## src/rtl/backtrack_ctrl.sv

```systemverilog
// backtrack_ctrl: chronological backtracking sequencer for the DPLL core.
// Walks the trace stack from the top, unassigning forced entries until it
// reaches the most recent decision. It flips that decision, restores the
// decider index from the decider stack, and re-seeds BCP through the imply
// stack. The flipped literal is pushed as a forced entry, so a later
// conflict walks past it.

`ifndef MAX_VARS_BITS
`define MAX_VARS_BITS 6
`endif

module backtrack_ctrl (
  input  logic                        clock,
  input  logic                        reset,
  input  logic                        start,
  // trace stack
  input  logic                        trace_empty,
  input  logic                        trace_type,
  input  logic                        trace_val,
  input  logic [`MAX_VARS_BITS-1:0]   trace_var,
  output logic                        trace_pop,
  output logic                        trace_push,
  output logic                        trace_push_type,
  output logic                        trace_push_val,
  output logic [`MAX_VARS_BITS-1:0]   trace_push_var,
  // decider stack / decider
  input  logic                        ds_empty,
  input  logic [`MAX_VARS_BITS-1:0]   ds_dec_idx,
  output logic                        ds_pop,
  output logic                        dec_write,
  output logic [`MAX_VARS_BITS-1:0]   dec_back_idx,
  // assignment memory
  output logic                        asgn_we,
  output logic                        asgn_clear,
  output logic [`MAX_VARS_BITS-1:0]   asgn_var,
  output logic                        asgn_val,
  // imply stack
  output logic                        imply_clear,
  output logic                        imply_push,
  output logic [`MAX_VARS_BITS-1:0]   imply_var,
  output logic                        imply_val,
  // status
  output logic                        busy,
  output logic                        done,
  output logic                        unsat,
  output logic                        err,
  output logic [`MAX_VARS_BITS:0]     bt_count
);

  localparam int W  = `MAX_VARS_BITS;
  localparam int CW = W + 1;

  typedef enum logic [2:0] {
    ST_IDLE,
    ST_WALK,
    ST_FLIP,
    ST_DONE,
    ST_UNSAT
  } state_t;

  state_t          state_reg, state_next;
  logic            first_walk_reg, first_walk_next;
  logic [CW-1:0]   bt_count_reg, bt_count_next;
  logic [W-1:0]    flip_var_reg, flip_var_next;
  logic            flip_val_reg, flip_val_next;
  logic            err_reg, err_next;
  logic [CW-1:0]   bt_count_inc;

  // Pop counter saturates instead of wrapping on very deep walks.
  assign bt_count_inc = (bt_count_reg == {CW{1'b1}}) ? bt_count_reg
                                                      : bt_count_reg + CW'(1);

  // State and datapath registers; synchronous reset clears everything.
  always_ff @(posedge clock) begin
    if (reset) begin
      state_reg      <= ST_IDLE;
      first_walk_reg <= 1'b0;
      bt_count_reg   <= '0;
      flip_var_reg   <= '0;
      flip_val_reg   <= 1'b0;
      err_reg        <= 1'b0;
    end else begin
      state_reg      <= state_next;
      first_walk_reg <= first_walk_next;
      bt_count_reg   <= bt_count_next;
      flip_var_reg   <= flip_var_next;
      flip_val_reg   <= flip_val_next;
      err_reg        <= err_next;
    end
  end

  // Next-state logic and combinational stack/memory commands.
  always_comb begin
    state_next      = state_reg;
    first_walk_next = 1'b0;
    bt_count_next   = bt_count_reg;
    flip_var_next   = flip_var_reg;
    flip_val_next   = flip_val_reg;
    err_next        = err_reg;

    trace_pop       = 1'b0;
    trace_push      = 1'b0;
    trace_push_type = 1'b0;
    trace_push_val  = 1'b0;
    trace_push_var  = '0;
    ds_pop          = 1'b0;
    dec_write       = 1'b0;
    dec_back_idx    = '0;
    asgn_we         = 1'b0;
    asgn_clear      = 1'b0;
    asgn_var        = '0;
    asgn_val        = 1'b0;
    imply_clear     = 1'b0;
    imply_push      = 1'b0;
    imply_var       = '0;
    imply_val       = 1'b0;
    done            = 1'b0;
    unsat           = 1'b0;

    case (state_reg)
      ST_IDLE: begin
        if (start) begin
          state_next      = ST_WALK;
          first_walk_next = 1'b1;
          bt_count_next   = '0;
        end
      end

      ST_WALK: begin
        // The imply stack is flushed once, on entry to the walk.
        imply_clear = first_walk_reg;
        if (trace_empty) begin
          // No decision left to flip: the formula is unsatisfiable.
          state_next = ST_UNSAT;
        end else if (trace_type) begin
          trace_pop     = 1'b1;
          asgn_we       = 1'b1;
          asgn_clear    = 1'b1;
          asgn_var      = trace_var;
          bt_count_next = bt_count_inc;
        end else if (!ds_empty) begin
          trace_pop     = 1'b1;
          bt_count_next = bt_count_inc;
          asgn_we       = 1'b1;
          asgn_var      = trace_var;
          asgn_val      = ~trace_val;
          ds_pop        = 1'b1;
          dec_write     = 1'b1;
          dec_back_idx  = ds_dec_idx;
          flip_var_next = trace_var;
          flip_val_next = ~trace_val;
          state_next    = ST_FLIP;
        end else begin
          // A decision with no matching decider entry is an inconsistency.
          err_next   = 1'b1;
          state_next = ST_UNSAT;
        end
      end

      ST_FLIP: begin
        trace_push      = 1'b1;
        trace_push_type = 1'b1;
        trace_push_var  = flip_var_reg;
        trace_push_val  = flip_val_reg;
        imply_push      = 1'b1;
        imply_var       = flip_var_reg;
        imply_val       = flip_val_reg;
        state_next      = ST_DONE;
      end

      ST_DONE: begin
        done       = 1'b1;
        state_next = ST_IDLE;
      end

      ST_UNSAT: begin
        unsat = 1'b1;
      end

      default: begin
        state_next = ST_IDLE;
      end
    endcase
  end

  assign busy     = (state_reg == ST_WALK) || (state_reg == ST_FLIP) ||
                    (state_reg == ST_DONE);
  assign err      = err_reg;
  assign bt_count = bt_count_reg;

endmodule

```

## config.mk

```make
export PLATFORM = sky130hd
export DESIGN_NAME = backtrack_ctrl
export DESIGN_NICKNAME = d
export VERILOG_FILES = /design/src/rtl/backtrack_ctrl.sv
export SDC_FILE = /design/constraint.sdc
export NUM_CORES = 1
export LEC_CHECK = 0
export CAP_MARGIN = 30
export CELL_PAD_IN_SITES_DETAIL_PLACEMENT = 1
export CELL_PAD_IN_SITES_GLOBAL_PLACEMENT = 1
export CORE_UTILIZATION = 28
export CTS_CLUSTER_DIAMETER = 200
export DETAILED_ROUTE_END_ITERATION = 8
export GPL_ROUTABILITY_DRIVEN = 0
export GPL_TIMING_DRIVEN = 1
export PLACE_DENSITY = 0.87
export REMOVE_ABC_BUFFERS = 1
export SETUP_SLACK_MARGIN = 0.2
export SLEW_MARGIN = 30
export SYNTH_ARGS = -nofsm -noshare
export SYNTH_HDL_FRONTEND = slang
export SYNTH_SLANG_ARGS = --single-unit
```

## constraint.sdc

```tcl
create_clock -name clock -period 3.26 [get_ports clock]
set_input_delay 0.652 -clock clock [delete_from_list [all_inputs] [get_ports clock]]
set_output_delay 0.652 -clock clock [all_outputs]
set_load 0.03 [all_outputs]
```

==> impl.org <==
** Clock network
- After clock tree synthesis, the clock-pin slew on the worst setup and hold paths is 0.07 ns.
- CTS built an H-tree with a depth of 1.
- TritonCTS built the clock tree.
- Clock sinks :: 19
- Hold repair after CTS inserted 0 buffers.
- CTS Root Buffer Type :: sky130_fd_sc_hd__clkbuf_8
- Inserted Clock Buffers :: 3
- The clock passes through at most 2 buffers.
- Latest clock arrival within the worst-skew pair :: 0.26 ns

** Yosys
- Counting flops with a built-in enable in the synthesized netlist gives 0.
- Synthesis-stage register bit count :: 19
- Yosys printed 0 warnings.
- Instance count of the mapped netlist :: 137
- Largest area contributor in the netlist :: sky130_fd_sc_hd__dfxtp_1
- Count of distinct cell types in the synthesized netlist :: 36
- The share of synthesized area in the top cell type comes to 0.335.
- In this run the mean area of a mapped cell was 8.28 um2.
- In the post-synthesis netlist, the biggest area contributors are sky130_fd_sc_hd__dfxtp_1 (34%), sky130_fd_sc_hd__and2_1 (12%), sky130_fd_sc_hd__buf_4 (7.3%).
- Share of synthesized registers carrying an async set or reset :: 0
- The most used flip-flop cell after synthesis is sky130_fd_sc_hd__dfxtp_1.
- For this run, the register share of the synthesized area comes to 0.335.
- After synthesis the cells add up to 1130 um2.

** Routing
- For this run, design rule violations remaining after detail routing come to 0.
- In the final routed layout, each cell accounts on average for 15.3 um.
- Detailed routing placed a total of 155 um of wire on met3.
- Total wirelength of the detailed-routed design :: 3690 um
- Antenna-violating nets left :: 0
- Top layer reached by signal wires :: met4
- Met2 layer wire length in the routed design :: 2060 um
- Violation count after the first detailed-route iteration :: 29
- Summing over every cut layer, the via total after detailed routing is 1185.
- The first TritonRoute pass finished after 4 iterations.
- After detailed routing, the number of vias per cell comes to 4.92.
- Met1 WL :: 1400 um

** Critical path
- For the worst flop-to-flop path, the logic depth is 6.
- The worst setup path is captured at an output port.
- Among all stages on the critical path, the largest delay is contributed by sky130_fd_sc_hd__clkdlybuf4s50_1.
- Walking the worst path, the cells encountered are clkdlybuf4s50_1 -> nor2b_1 -> nor3_4 -> buf_4 -> clkdlybuf4s50_1.
- Most common cell type on the critical path :: sky130_fd_sc_hd__clkdlybuf4s50_1
- Startpoint types :: input pin
- Data arrives at the worst endpoint at 2.30 ns.
- Critical Setup Path Class :: input pin to output port
- Worst endpoint required time :: 2.61 ns
- Maximum net fanout on the critical path :: 6
- Longest individual stage delay on the worst path :: 0.68 ns

** Global route
- The via count of the first global-routing pass came to 1276.
- Global Route Usage Sum :: 0.178
- The first global-routing pass estimated 5800 um of wire.
- Number of antenna violations at the first check in global routing :: 0
- Entering global routing, the biggest net connects 21 pins.
- After global routing the overflow that remains totals 0.

** Cells and area
- Once layout is complete, the utilization of the core stands at 0.476.
- Most common library cell in the layout ignoring fill and taps :: sky130_fd_sc_hd__clkdlybuf4s50_1
- The register with the most flip-flops in the layout has 7 of them.
- The layout has 439 filler cells.
- Area Overhead vs Synth :: 58.2%
- Storage element area :: 380 um2
- Net total in the final layout :: 214
- The repair_antennas step left the layout with diodes totalling 0.
- In the layout the commonest cells are sky130_fd_sc_hd__clkdlybuf4s50_1 (50), sky130_fd_sc_hd__and2_1 (21), sky130_fd_sc_hd__dfxtp_1 (19), sky130_fd_sc_hd__nand2_1 (15), sky130_fd_sc_hd__buf_4 (14).
- Share of post-route cells with drive strength above 1 :: 0.135
- The multi-input combinational cells in the finished layout cover a total of 617 um2.
- Layout Cell Area excl Fill :: 1800 um2
- Leaving out filler cells and counting taps, the final layout contains 241.

** STA
- Between clock sinks in the finished design, the worst skew comes to 0.00194 ns.
- Remaining max-slew budget at the tightest pin :: 0.460
- Max Clk Rate :: 338 MHz
- For the pin with the worst max-slew slack, the measured transition is 0.808 ns.
- Setup repair after global routing left no endpoint under its margin.
- Min Clock Period, post-route :: 2.96 ns
- Dividing the final minimum period by the clock period gives 0.907.
- Hold Violations, Final :: 0
- Worst-case setup margin in the final layout :: 0.304 ns
- Pins over their slew limit :: 0
- Setup violations, final :: 0

** Hold path
- Counting instances, the worst hold path has a depth of 2.
- Hold Path Class :: flip-flop to flip-flop

** Power and ir drop
- The share of total power dissipated in combinational logic is 0.207.
- Total internal power :: 376 uW
- Switching part of the total power :: 0.279
- VDD IR-drop max :: 238 uV
- Relative contribution of the clock network to total power :: 0.327
- Dividing total power by cell area gives a power density of 290 nW/um2.
- The analysis attributes to cell leakage a power of 0.000784 uW.
- For this design the total switching power over the nets is 145 uW.
- Of the total power, registers draw 0.466.

** Die
- In this run the horizontal extent of the chip is 65.7 um.
- The initial utilization of the core area, before any placement, comes to 0.301.
- Die height :: 65.7 um
- The floorplan step defined a core boundary enclosing 3770 um2.
- In this run the core area contains 22 standard-cell rows.
- I/O pins :: 66
- Area of the die :: 4310 um2

** Status
- Outcome :: completed

** Placement
- In this run the cell area measured after placement is 1720 um2.
- The number of placed instances, taps included, is 235.
- Post-detail-place hpwl :: 2690 um
- IO Port Bufs :: 65
- Setup WS pre-CTS :: 0.146 ns

** Flow run
- Count of max-cap constraint violations :: 0
==> cell type report <==
type,instances,share of cell area
Clock buffer,4,0.0251
Inverter,1,0.00209
Multi-Input combinational cell,98,0.344
Sequential cell,19,0.212
Tap cell,48,0.0334
Timing Repair Buffer,71,0.384
==> logic make-up after synthesis <==
kind of cell,share of synthesized area
buf+inv,0.126
simple gates,0.343
mux,0.0187
fa+ha+maj,0.0110
compound gates,0.166
flops,0.335
==> worst max-delay path, delay by kind of cell <==
family        cells  cell delay (ns)
buf+inv           3             1.37
simple gates      2             0.27
==> path summary, 6_finish.rpt <==
check	start	endpoint	slack, ns
max	trace_type	trace_pop	0.30
min	flip_var_reg[5]$_SDFFE_PP0P_	flip_var_reg[5]$_SDFFE_PP0P_	0.46
max reg2reg	state_reg[0]$_SDFFE_PP0P_	bt_count[5]$_SDFFE_PP0P_	1.27
min reg2reg	flip_var_reg[5]$_SDFFE_PP0P_	flip_var_reg[5]$_SDFFE_PP0P_	0.46
==> synth_stat cells (2+ instances only) <==
cell,n
sky130_fd_sc_hd__nand2b_1,3
sky130_fd_sc_hd__nor2b_1,3
sky130_fd_sc_hd__dfxtp_1,19
sky130_fd_sc_hd__and2_1,21
sky130_fd_sc_hd__a41oi_1,2
sky130_fd_sc_hd__a211oi_1,2
sky130_fd_sc_hd__a211oi_2,3
sky130_fd_sc_hd__clkbuf_1,2
sky130_fd_sc_hd__buf_6,3
sky130_fd_sc_hd__nor3_1,3
sky130_fd_sc_hd__nand3b_1,2
sky130_fd_sc_hd__buf_2,3
sky130_fd_sc_hd__a21oi_1,10
sky130_fd_sc_hd__buf_4,11
sky130_fd_sc_hd__and3_1,2
sky130_fd_sc_hd__o21a_1,4
sky130_fd_sc_hd__nand2_1,15
sky130_fd_sc_hd__nor2_1,11
==> what timing repair did <==
item,4_1_cts,5_1_grt
pin swaps,1,0
setup endpoints to repair,8,8
gates resized for setup,2,7
buffers inserted,2,0
gates cloned,0,0
==> stage by stage <==
| step | hold WS, ns | total power (uW) | TNS (ns) |
|---|---|---|---|
| final | 0.459 | 521 | 0 |
| after global routing | 0.486 | 539 | 0 |
| after CTS | 0.461 | 523 | 0 |
| after detailed placement | 0.451 | 352 | 0 |
| after global placement | 0.438 | 349 | 0 |
| after floorplan | 0.426 | 296 | -12.55 |
==> power groups by stage <==
stage	combinational, uW	clock, uW	sequential, uW
floorplan	47.3	0	248
global placement	101	0	247
detailed placement	104	0	248
CTS	108	172	243
global route	115	181	244
finish	108	170	243
==> routing by layer <==
layer	up-vias	track usage
li1	568	-
met1	573	0.189
met2	33	0.329
met3	11	0.0399
met4	0	0.0815
met5	-	0
No activity file was read; power rests on OpenSTA's default activity.
